===== src/rtl/uart_apb_pkg.sv =====
// uart_apb_pkg: register map, status/error bit indices and sequencer states for uart_apb_sequencer
package uart_apb_pkg;
  localparam logic [4:0] ADDR_TXDATA = 5'h00;
  localparam logic [4:0] ADDR_RXDATA = 5'h04;
  localparam logic [4:0] ADDR_CTRL1 = 5'h08;
  localparam logic [4:0] ADDR_CTRL2 = 5'h0C;
  localparam logic [4:0] ADDR_STATUS = 5'h10;
  localparam int ST_TXRDY = 0;
  localparam int ST_RXRDY = 1;
  localparam int ST_PARITY = 2;
  localparam int ST_OVERFLOW = 3;
  localparam int ST_FRAMING = 4;
  localparam int ERR_PARITY = 0;
  localparam int ERR_OVERFLOW = 1;
  localparam int ERR_FRAMING = 2;
  localparam int ERR_SLVERR = 3;
  localparam int ERR_TIMEOUT = 4;
  typedef enum logic [2:0] {INIT_C1, INIT_C2, POLL, RD_RX, WR_TX} state_e;
endpackage


===== src/rtl/apb_master_xfer.sv =====
// apb_master_xfer: single APB transfer engine with setup/access sequencing and access timeout
module apb_master_xfer #(
  parameter logic [7:0] TIMEOUT = 8'd255
) (
  input  logic       clk,
  input  logic       rst,
  input  logic       req,
  input  logic [4:0] addr,
  input  logic       wr,
  input  logic [7:0] wdata,
  input  logic [7:0] prdata,
  input  logic       pready,
  input  logic       pslverr,
  output logic       psel,
  output logic       penable,
  output logic       pwrite,
  output logic [4:0] paddr,
  output logic [7:0] pwdata,
  output logic       done,
  output logic [7:0] rdata,
  output logic       slverr,
  output logic       timeout
);
  logic       psel_q, psel_d, penable_q, penable_d, pwrite_q, pwrite_d, start;
  logic [4:0] paddr_q, paddr_d;
  logic [7:0] pwdata_q, pwdata_d, cnt_q, cnt_d;
  // a request is only taken while idle, so every transfer is preceded by at least one idle cycle
  always_comb begin
    done = penable_q && pready;
    timeout = penable_q && !pready && cnt_q == TIMEOUT - 8'd1;
    slverr = done && pslverr;
    rdata = prdata;
    start = !psel_q && req;
    psel_d = start || (psel_q && !done && !timeout);
    penable_d = psel_q && !done && !timeout;
    pwrite_d = start ? wr : pwrite_q;
    paddr_d = start ? addr : paddr_q;
    pwdata_d = start ? wdata : pwdata_q;
    cnt_d = penable_q ? cnt_q + 8'd1 : 8'd0;
  end
  // bus registers
  always_ff @(posedge clk) begin
    if (rst) begin
      psel_q <= 1'b0;
      penable_q <= 1'b0;
      pwrite_q <= 1'b0;
      paddr_q <= '0;
      pwdata_q <= '0;
      cnt_q <= '0;
    end else begin
      psel_q <= psel_d;
      penable_q <= penable_d;
      pwrite_q <= pwrite_d;
      paddr_q <= paddr_d;
      pwdata_q <= pwdata_d;
      cnt_q <= cnt_d;
    end
  end
  assign psel = psel_q;
  assign penable = penable_q;
  assign pwrite = pwrite_q;
  assign paddr = paddr_q;
  assign pwdata = pwdata_q;
endmodule


===== src/rtl/uart_apb_sequencer.sv =====
// uart_apb_sequencer: APB master that programs a CoreUARTapb and shuttles bytes between streams and its data registers
module uart_apb_sequencer
  import uart_apb_pkg::*;
#(
  parameter logic [12:0] BAUD_VALUE = 13'd1,
  parameter int          PRG_BIT8 = 1,
  parameter int          PRG_PARITY = 0,
  parameter int          FIXEDMODE = 0,
  parameter logic [7:0]  TIMEOUT = 8'd255
) (
  input  logic       PCLK,
  input  logic       PRESET,
  output logic [4:0] PADDR,
  output logic       PSEL,
  output logic       PENABLE,
  output logic       PWRITE,
  output logic [7:0] PWDATA,
  input  logic [7:0] PRDATA,
  input  logic       PREADY,
  input  logic       PSLVERR,
  input  logic [7:0] tx_data,
  input  logic       tx_valid,
  output logic       tx_ready,
  output logic [7:0] rx_data,
  output logic       rx_valid,
  input  logic       rx_ready,
  output logic       init_done,
  output logic [4:0] err_flags,
  input  logic       err_clr
);
  localparam logic [7:0] CTRL2_VAL = {BAUD_VALUE[12:8], PRG_PARITY == 2, PRG_PARITY != 0, PRG_BIT8 != 0};
  state_e     state_q, state_d, poll_nxt;
  logic [1:0] status_q, status_d;
  logic [7:0] rx_data_q, rx_data_d, rdata, wdata;
  logic [4:0] err_q, err_d, new_err, addr;
  logic       fin_q, fin_d, rx_valid_q, rx_valid_d, tx_ready_q, tx_ready_d, init_done_q, init_done_d;
  logic       done, slverr, timeout, wr, poll_done;
  apb_master_xfer #(.TIMEOUT(TIMEOUT)) u_xfer (
    .clk(PCLK), .rst(PRESET), .req(1'b1), .addr(addr), .wr(wr), .wdata(wdata),
    .prdata(PRDATA), .pready(PREADY), .pslverr(PSLVERR),
    .psel(PSEL), .penable(PENABLE), .pwrite(PWRITE), .paddr(PADDR), .pwdata(PWDATA),
    .done(done), .rdata(rdata), .slverr(slverr), .timeout(timeout)
  );
  // state advances only in the idle cycle after a completed transfer; a timeout leaves it put so the transfer is retried
  always_comb begin
    poll_done = done && state_q == POLL;
    poll_nxt = (status_q[ST_RXRDY] && !rx_valid_q) ? RD_RX : (status_q[ST_TXRDY] && tx_valid) ? WR_TX : POLL;
    state_d = !fin_q ? state_q : state_q == INIT_C1 ? INIT_C2 : state_q == POLL ? poll_nxt : POLL;
    fin_d = done;
    status_d = poll_done ? rdata[1:0] : status_q;
    rx_data_d = (done && state_q == RD_RX) ? rdata : rx_data_q;
    rx_valid_d = (rx_valid_q && !rx_ready) || (done && state_q == RD_RX);
    tx_ready_d = done && state_q == WR_TX;
    init_done_d = init_done_q || FIXEDMODE != 0 || (done && state_q == INIT_C2);
    new_err = '0;
    new_err[ERR_PARITY] = poll_done && rdata[ST_PARITY];
    new_err[ERR_OVERFLOW] = poll_done && rdata[ST_OVERFLOW];
    new_err[ERR_FRAMING] = poll_done && rdata[ST_FRAMING];
    new_err[ERR_SLVERR] = slverr;
    new_err[ERR_TIMEOUT] = timeout;
    err_d = (err_clr ? 5'd0 : err_q) | new_err;
    addr = state_d == INIT_C1 ? ADDR_CTRL1 : state_d == INIT_C2 ? ADDR_CTRL2 : state_d == RD_RX ? ADDR_RXDATA : state_d == WR_TX ? ADDR_TXDATA : ADDR_STATUS;
    wr = state_d inside {INIT_C1, INIT_C2, WR_TX};
    wdata = state_d == INIT_C1 ? BAUD_VALUE[7:0] : state_d == INIT_C2 ? CTRL2_VAL : state_d == WR_TX ? tx_data : 8'd0;
  end
  // sequencer and stream registers
  always_ff @(posedge PCLK) begin
    if (PRESET) begin
      state_q <= FIXEDMODE != 0 ? POLL : INIT_C1;
      status_q <= '0;
      fin_q <= 1'b0;
      rx_data_q <= '0;
      rx_valid_q <= 1'b0;
      tx_ready_q <= 1'b0;
      init_done_q <= 1'b0;
      err_q <= '0;
    end else begin
      state_q <= state_d;
      status_q <= status_d;
      fin_q <= fin_d;
      rx_data_q <= rx_data_d;
      rx_valid_q <= rx_valid_d;
      tx_ready_q <= tx_ready_d;
      init_done_q <= init_done_d;
      err_q <= err_d;
    end
  end
  assign tx_ready = tx_ready_q;
  assign rx_data = rx_data_q;
  assign rx_valid = rx_valid_q;
  assign init_done = init_done_q;
  assign err_flags = err_q;
endmodule


===== config.mk =====
export PLATFORM = sky130hd
export DESIGN_NAME = uart_apb_sequencer
export DESIGN_NICKNAME = d
export VERILOG_FILES = /design/src/rtl/uart_apb_pkg.sv /design/src/rtl/apb_master_xfer.sv /design/src/rtl/uart_apb_sequencer.sv
export SDC_FILE = /design/constraint.sdc
export NUM_CORES = 1
export LEC_CHECK = 0
export BUFFER_PORTS_ARGS = -buffer_cell sky130_fd_sc_hd__buf_2
export CORE_MARGIN = 5
export CORE_UTILIZATION = 46
export CTS_CLUSTER_SIZE = 28
export DETAILED_ROUTE_END_ITERATION = 12
export HOLD_SLACK_MARGIN = 0.15
export PLACE_DENSITY = 0.71
export SLEW_MARGIN = 30
export SYNTH_ARGS = -nofsm -noshare
export SYNTH_HDL_FRONTEND = slang
export SYNTH_HIERARCHICAL = 1
export SYNTH_SLANG_ARGS = --single-unit

===== constraint.sdc =====
create_clock -name PCLK -period 1.44 [get_ports PCLK]
set_clock_uncertainty 0.05 [all_clocks]
set_input_delay 0.216 -clock PCLK [delete_from_list [all_inputs] [get_ports PCLK]]
set_output_delay 0.216 -clock PCLK [all_outputs]
set_load 0.05 [all_outputs]

# == Yosys cells after proc, flatten, opt, wreduce, memory -nomap -nowiden ==
# Cells that the tools add are included.
# word_totals
reg_bits,46
inputBits,23
out_inout_bits,32
wordCells,67
# classes
add_sub_neg,1
eq_ne,8
mux,13
bitwise,2
reduce_logical,29
# op_table
op,count
two-way mux 5 bit,5
two-way mux 8 bit,3
logical AND 1 bit,16
two-way mux 3 bit,5
equality test 3 x 2 -> 1 bit (second input constant),3
adder 8 x 1 -> 8 bit (second input constant),1
equality test 8 bit (second input constant),1
equality test 3 x 1 -> 1 bit (second input constant),2
equality test 3 bit (second input constant),2
zero test 1 bit,6
zero test 3 bit,2
OR 5 bit,1
logical OR 1 bit,3
nonzero test 3 bit,1
OR reduction 2 bit,1
NOT 1 bit,1

# == Longest topological paths before layout ==
# Gate-level depths: netlist of run 1.
# depth
word_depth,11
ltp_mapped,7
ltp_nobuf,6

# == Modules after synthesis ==
# The synthesis of run 1 kept the hierarchy.
# by_module_without_submodules
mod,n_inst,cells_each,area_per_inst_um2,seq_area_each_um2
uart_apb_sequencer,1,125,1026.0,440.4
apb_master_xfer,1,117,964.7,480.5

# == Worst setup path after synthesis of run 1 ==
# OpenSTA, ideal clock, no wires.
# synth_path
path_type,reg-to-reg
startpoint,register u_xfer.penable_q (netlist: u_xfer/penable)
endpoint,register status_q[0]
setup_ns,0.128
t_arrival_ns,1.563
required_time_ns,1.262
path_slack_ns,-0.300
stages_incl_launch_ff,6
path_buffers,1
period_less_slack_ns,1.740
path_cell_list,dfxtp_1 -> and2_1 -> and4bb_2 -> clkbuf_1 -> mux2i_1 -> nor2_1
# synth_between
elab_chain_cells,2
# synth_rtl
item,line_no,rtl
from (decl),apb_master_xfer.sv:24,"logic psel_q, psel_d, penable_q, penable_d, pwrite_q, pwrite_d, start;"
from (signal assigned),apb_master_xfer.sv:52,penable_q <= penable_d;
logical AND 1 bit,apb_master_xfer.sv:29,done = penable_q && pready;
net done,uart_apb_sequencer.sv:37,"logic done, slverr, timeout, wr, poll_done;"
logical AND 1 bit,uart_apb_sequencer.sv:46,poll_done = done && state_q == POLL;
to (signal assigned),uart_apb_sequencer.sv:79,status_q <= status_d;
to (decl),uart_apb_sequencer.sv:33,"logic [1:0] status_q, status_d;"
# The timed path passes the listed nets, and every way through them passes these cells.
# A chain may end at the register's enable or synchronous reset.

# == Worst setup path after layout of run 1 ==
# layout_path
startpoint,register fin_q
endpoint,register u_xfer.pwdata_q[2] (netlist: u_xfer/pwdata[2])
# layout_between
elab_chain_cells,5
elab_cells_between_ends,7
cone_classes,eq/ne (2); mux (4); reduce/logical (1)
# layout_rtl
item,line_no,rtl
from (decl),uart_apb_sequencer.sv:36,"logic fin_q, fin_d, rx_valid_q, rx_valid_d, tx_ready_q, tx_ready_d, init_done_q, init_done_d;"
from (signal assigned),uart_apb_sequencer.sv:80,fin_q <= fin_d;
two-way mux 3 bit (*),uart_apb_sequencer.sv:48,state_d = !fin_q ? state_q : state_q == INIT_C1 ? INIT_C2 : state_q == POLL ? poll_nxt : POLL;
equality test 3 bit,uart_apb_sequencer.sv:64,wdata = state_d == INIT_C1 ? BAUD_VALUE[7:0] : state_d == INIT_C2 ? CTRL2_VAL : state_d == WR_TX ? tx_data : 8 ...
two-way mux 8 bit (2 in a row),uart_apb_sequencer.sv:64,
two-way mux 8 bit (*),uart_apb_sequencer.sv:64,
net wdata[2],uart_apb_sequencer.sv:34,"logic [7:0] rx_data_q, rx_data_d, rdata, wdata;"
to (signal assigned),apb_master_xfer.sv:55,pwdata_q <= pwdata_d;
to (decl),apb_master_xfer.sv:26,"logic [7:0] pwdata_q, pwdata_d, cnt_q, cnt_d;"
# The timed path passes the listed nets; every way through them passes the cells marked *.

==> impl_metrics.ini, run 1 <==
[min_path]
hp-class = input port to register

[logic_synthesis]
seq_area_frac_synth_pct = 46.26
synth_edf_count = 0
ys_ff_latch = 46
ys.flop_type = dfxtp_1
synth_area_um2 = 1991
synth_cell_type_count = 42
synth_top_area_share_pct = 46.26
synth_warnings = 6
synthCells = 242
synth.most_common_cell = nand2_1
yosys.area.top_type = dfxtp_1
yosys-top-cells-count = nand2_1, dfxtp_1, a21oi_1
synthTopCellsByArea = dfxtp_1, nand2_1, a21oi_1, nor2_1, buf_4
syn_avg_cell_area_um2 = 8.226
async_reset_ff_share_pct = 0

[run]
cap_viol_max_count = 0

[timing]
grt_setup_unrepaired = true
tns_ns = -0.05638
finalCriticalPeriod_ns = 1.486
fin_crit_sh_pct = 103.2
setup_viol = 2
worst_slack_ns = -0.04570
slew_viol_final = 0
finalHoldViolations = 0
fmax_ghz = 0.6731

[critical_path]
worst_setup_path_end_kind = register
worstPathBufferInverterCount = 0
slowest_stage = or2_1
crit_path_start_kind = register
cp.required_ns = 1.62
critical_path.top_delay_family = simple AND/OR/NAND/NOR gates
setup.worst_path.class = register to register
crit_chain = nand2b_2 -> or2_1 -> a211oi_1 -> nand2_1 -> a21oi_1
crit_fanout = 7
worst_ep_arrival_time_ns = 1.67
cp_slowest_stage_delay_ns = 0.34

[cells_and_area]
final_cells = 362
register_area_um2 = 929.6
multiInputGateArea_um2 = 998.5
fin_area_um2 = 2592
final_core_util_pct = 60.80
nets = 334
diodes = 0
fillers = 376
syn_to_final_growth_pct = 30.23
final_layout_size_suffix_gt1_share_pct = 32.90

[routing]
viasPerCell = 5.133
first_pass_iters = 4
routed_wl_mm = 4.626
drtIter0Drc = 65
wl_per_cell_um = 12.78
drc_errors = 0
via_count = 1858
antenna_left = 0

[place]
gp_congestion = 0.7788
place_inst = 342
port-buffer-count = 54
placed_area_um2 = 2332
dpl.hpwl_mm = 3.261

[pwr]
power.density_nw_per_um2 = 908.1
p_int_mw = 1.768
power_frac_clock_pct = 34.2
swShare_pct = 24.91
seq_power_share_pct = 55.4
p_leak_nw = 1.122
max-vdd-ir-drop_mv = 0.8016
p_sw_uw = 586.5
p_comb_share_pct = 10.4

[cts]
clk_latency_ns = 0.29
tritoncts = built
cts_buffers = 5
cts.sink_count = 46
clockBufferDepth = 2
path_clk_slew_ns = 0.08
htree_levels = 2
cts_root_buf = clkbuf_8

[grt]
gr-max-usage-layer = met2
met1_usage_pct = 19.63
grt-ovfl-total = 0
grt_max_degree = 18
met3_usage_pct = 4.749
grt_pass1_wl_mm = 7.293
first_global_vias = 1683
grt_usage_pct = 16.51
antenna_found_initial = 0
grt_use_met2_pct = 28.23

[run_status]
status = finished, violations left
violations = negative setup slack

[die]
initial_core_util_pct = 46.68
die_width_um = 75.79
die-area_um2 = 5743
io_pins = 55
rows = 24
core_um2 = 4264
die_h_um = 75.79
[per-stage QoR]
stage,worst slack (ns),hold WS (ns),power (mW)
floorplan,0.01043,0.2452,1.488
global placement,0.01818,0.3885,1.553
detailed placement,-0.05145,0.3935,1.554
CTS,0.001831,0.1791,2.378
global route,-0.1203,0.1976,2.462
finish,-0.04570,0.1974,2.354
[per-layer routing]
layer	up-vias	wire (um)
met4	0	60
li1	937	-
met5	-	0
met3	6	260
met1	881	2020
met2	34	2285
[path summary, 6_finish.rpt]
| path | from | end | slack [ns] | cells after the start |
|---|---|---|---|---|
| worst max-delay path | fin_q$_SDFF_PP0_ | u_xfer/pwdata[2]$_SDFFE_PP0P_ | -0.05 | 5 |
| worst min-delay path | PRESET | state_q[2]$_SDFF_PP0_ | 0.20 | 2 |
| worst min register to register | u_xfer/paddr[2]$_SDFFE_PP0P_ | u_xfer/paddr[2]$_SDFFE_PP0P_ | 0.40 | 2 |
| worst max register to register | fin_q$_SDFF_PP0_ | u_xfer/pwdata[2]$_SDFFE_PP0P_ | -0.05 | 5 |
[worst reg2reg max path: cells and delay by family (launching register included)]
| kind | cells | cell delay, ns |
|---|---|---|
| flops | 1 | 0.33 |
| compound gates | 2 | 0.43 |
| simple gates | 3 | 0.61 |
[cell families (layout without fill, tap and decap cells)]
logic type	Yosys count	in the layout	synth area share, %
adder cells (fa/ha/maj)	2	2	1.257
AO/OA/AOI/OAI	54	54	16.66
multiplexers	2	2	1.006
other	2	4	0.3773
XOR/XNOR	3	3	1.320
flip-flops	46	46	46.26
buffers and inverters	26	91	6.914
AND/OR/NAND/NOR	107	108	26.21
[power by group through the flow]
| stage | clock network, mW | registers (mW) | logic [mW] |
|---|---|---|---|
| 2_1_floorplan | 0 | 1.39 | 0.102 |
| 3_3_place_gp | 0 | 1.33 | 0.221 |
| 3_5_place_dp | 0 | 1.33 | 0.221 |
| 4_1_cts | 0.832 | 1.30 | 0.242 |
| 5_1_grt | 0.890 | 1.31 | 0.266 |
| 6_report | 0.805 | 1.30 | 0.246 |
[layout make-up]
type / count / share of cell area [%]
clock buffer: 6 / 3.185
clock inverter: 2 / 0.4826
inverter: 5 / 0.7239
multi-input combinational: 173 / 38.51
sequential: 46 / 35.86
tap: 52 / 2.510
timing repair buffer: 78 / 18.73
[cell usage in the layout, fill, tap and decap left out, types with 6 or more instances in the layout]
| cell | instances |
|---|---|
| clkbuf_8 | 6 |
| nor2_1 | 20 |
| a21oi_1 | 32 |
| dfxtp_1 | 41 |
| nand2_1 | 53 |
| nand2b_1 | 6 |
| dlygate4sd3_1 | 9 |
| buf_2 | 54 |
| buf_4 | 14 |
[state kept, by name, indices dropped and copies added, names as in the netlist]
register / flops
state_q: 3
u_xfer/psel: 1
fin_q: 1
u_xfer/penable: 1
init_done: 1
u_xfer/paddr: 5
err_flags: 5
tx_ready: 1
status_q: 2
u_xfer/pwdata: 8
rx_data: 8
u_xfer/pwrite: 1
rx_valid: 1
u_xfer/cnt_q: 8
[timing repair]
item | CTS | global route
setup buffers | 1 | 1
hold buffers | 9 | 0
resized for setup | 2 | 12
setup endpoints to repair | 7 | 19
gates cloned | 0 | 1
pin swaps | 1 | 3
endpoints found under the hold margin | 14 | 0
(Power assumes the default switching activity.)
==> run 2, diff against run 1 <==
--- a/config.mk
+++ b/config.mk
@@ -7,13 +7,12 @@
 export LEC_CHECK = 0
 export BUFFER_PORTS_ARGS = -buffer_cell sky130_fd_sc_hd__buf_2
 export CORE_MARGIN = 5
-export CORE_UTILIZATION = 46
+export CORE_UTILIZATION = 45
 export CTS_CLUSTER_SIZE = 28
 export DETAILED_ROUTE_END_ITERATION = 12
 export HOLD_SLACK_MARGIN = 0.15
-export PLACE_DENSITY = 0.71
+export PLACE_DENSITY = 0.72
 export SLEW_MARGIN = 30
 export SYNTH_ARGS = -nofsm -noshare
 export SYNTH_HDL_FRONTEND = slang
-export SYNTH_HIERARCHICAL = 1
 export SYNTH_SLANG_ARGS = --single-unit
==> impl_metrics.ini, run 2 <==
[run_status]
status = finished, violations left
violations = negative setup slack

[logic_synthesis]
ys.flop_type = dfxtp_1
synth_top_area_share_pct = 50.94
synth-xor-area-share_pct = 1.520
synth_adder_area_share_pct = 1.447
yosys.area.top_type = dfxtp_1
synth_area_um2 = 1729
synth_top_family_by_area = simple AND/OR/NAND/NOR gates
synth_warnings = 0
async_reset_ff_share_pct = 0
synth.most_common_cell = dfxtp_1
seq_area_frac_synth_pct = 50.94
synth_edf_count = 0
yosys-top-cells-count = dfxtp_1, nor2_1, a21oi_1
synthMuxAreaShare_pct = 5.789
synth_simple_gate_area_share_pct = 18.38
syn_avg_cell_area_um2 = 9.769
ys_ff_latch = 44
synth_cell_type_count = 43
synthCells = 177
synth-compound-area-share_pct = 16.93
synthTopCellsByArea = dfxtp_1, nor2_1, mux2i_1, a22o_1, a21oi_1

[cells_and_area]
multiInputGateArea_um2 = 809.5
fillers = 317
final_core_util_pct = 66.93
register_area_um2 = 899.6
layout_common_cells = buf_2, dfxtp_1, nor2_1, dlygate4sd3_1, buf_4
nets = 285
syn_to_final_growth_pct = 42.76
diodes = 0
final_common_cell = buf_2
final_layout_size_suffix_gt1_share_pct = 36.78

[pwr]
power_frac_clock_pct = 38.3
p_comb_share_pct = 9.3
p_leak_nw = 1.129
seq_power_share_pct = 52.4
p_sw_uw = 541.4
swShare_pct = 22.78
p_int_mw = 1.835
power.density_nw_per_um2 = 962.7
max-vdd-ir-drop_mv = 0.7210

[timing]
grt_setup_unrepaired = true
setup_viol = 11
worst_slack_ns = -0.05785
hold-worst-slack_ns = 0.1643
finalHoldViolations = 0
fin_crit_sh_pct = 104.0
finalCriticalPeriod_ns = 1.498
slew_viol_final = 0
fmax_ghz = 0.6676

[routing]
viasPerCell = 4.909
via_count = 1517
wl_per_cell_um = 13.37
drc_errors = 0
first_pass_iters = 4
routed_wl_mm = 4.130
antenna_left = 0
drtIter0Drc = 74

[critical_path]
worst_setup_path_end_kind = register
cp.required_ns = 1.58
crit_path_start_kind = register
setup.worst_path.class = register to register
worst_ep_arrival_time_ns = 1.63
worstRegToRegCells = 5
worstPathBufferInverterCount = 1
crit_fanout = 7
cp.depth = 5
slowest_stage = a2111oi_4
critical_path.top_delay_family = compound AO/OA/AOI/OAI gates
cp_slowest_stage_delay_ns = 0.38
crit_chain = nand2b_4 -> a2111oi_4 -> buf_4 -> nor4b_4 -> a22o_1

[place]
dpl.hpwl_mm = 2.825
gp_congestion = 0.8912
port-buffer-count = 52

[cts]
tritoncts = built
cts_root_buf = clkbuf_8
clockBufferDepth = 2
cts.sink_count = 44
cts_buffers = 5
clk_latency_ns = 0.29
htree_levels = 2
path_clk_slew_ns = 0.08

[die]
core_um2 = 3689
die_width_um = 71.99
rows = 22
die-area_um2 = 5183
initial_core_util_pct = 46.88
die_h_um = 71.99
io_pins = 55

[grt]
antenna_found_initial = 0
grt_max_degree = 20
grt_usage_pct = 16.56
grt-ovfl-total = 0
first_global_vias = 1501
grt_pass1_wl_mm = 6.789

[run]
cap_viol_max_count = 0

[min_path]
hp-class = input port to register
worstHoldPathCells = 3
[run 2: changes by cell type after synthesis, sizes merged, moves of 5 or more]
cell,change
nand2b,-5
a211oi,-7
buf,-7
mux2i,+8
nor2,+11
nand2,-50
a21oi,-21
a22o,+8
[run 2: metal layers]
| metal | track usage [%] | share of wire [%] |
|---|---|---|
| met2 | 28.88 | 51 |
| met5 | 0 | 0 |
| met3 | 5.263 | 5.6 |
| met1 | 19.52 | 43 |
| met4 | 4.593 | 0.97 |
[run 2: power groups by stage]
stage / clock network (mW) / logic [mW] / registers [mW]
after floorplan: 0 / 0.0726 / 1.32
after global placement: 0 / 0.177 / 1.28
after detailed placement: 0 / 0.178 / 1.28
after CTS: 0.926 / 0.217 / 1.25
after global routing: 0.982 / 0.241 / 1.25
final: 0.911 / 0.221 / 1.24
[run 2: stage by stage]
| stage | cells | TNS, ns | power, mW | cell area [um2] | setup slack (ns) |
|---|---|---|---|---|---|
| global route | 309 | -1.025 | 2.471 | 2469 | -0.1409 |
| global placement | 280 | -0.5529 | 1.454 | 2112 | -0.07257 |
| floorplan | 178 | -0.1470 | 1.391 | 1749 | -0.07742 |
| detailed placement | 280 | -0.9524 | 1.456 | 2112 | -0.1287 |
| CTS | 308 | -0.2020 | 2.389 | 2457 | -0.03297 |
| finish | 309 | -0.4475 | 2.377 | 2469 | -0.05785 |
[run 2: final cells by class]
cell class / instances / area share (%)
timing repair buffer: 86 / 22.76
clock buffer: 6 / 2.940
sequential: 44 / 36.44
tap: 48 / 2.433
multi-input combinational: 115 / 32.79
inverter: 8 / 1.216
clock inverter: 2 / 1.419
[run 2: final timing paths]
path | from | endpoint | slack [ns]
hold / removal | tx_data[0] | u_xfer.pwdata[0]$_SDFFE_PP0N_ | 0.16
hold reg to reg | u_xfer.cnt_q[0]$_SDFF_PP0_ | u_xfer.cnt_q[0]$_SDFF_PP0_ | 0.42
setup reg to reg | rx_valid$_SDFF_PP0_ | u_xfer.pwdata[3]$_SDFFE_PP0N_ | -0.06
setup / recovery | rx_valid$_SDFF_PP0_ | u_xfer.pwdata[3]$_SDFFE_PP0N_ | -0.06
[run 2: worst min-delay path, cell delays in order]
cell and delay, ns:
buf_2 0.08, o31ai_1 0.08, a21oi_2 0.09
[run 2: cell families (layout without fill, tap and decap cells)]
logic type,Yosys count,count (layout)
AOI/OAI and AO/OA,38,38
and+or+nand+nor,60,60
adders and majority gates,2,2
other,1,2
DFF,44,44
buffers and inverters,19,102
xor gates and xnor gates,3,3
muxes,10,10
[run 2: repair_timing]
action | CTS | global route
hold buffers | 17 | 0
setup buffers | 4 | 1
gates cloned | 0 | 0
gates resized for setup | 12 | 2
setup endpoints to repair | 10 | 19
pin swaps | 8 | 0
endpoints found under the hold margin | 22 | 0
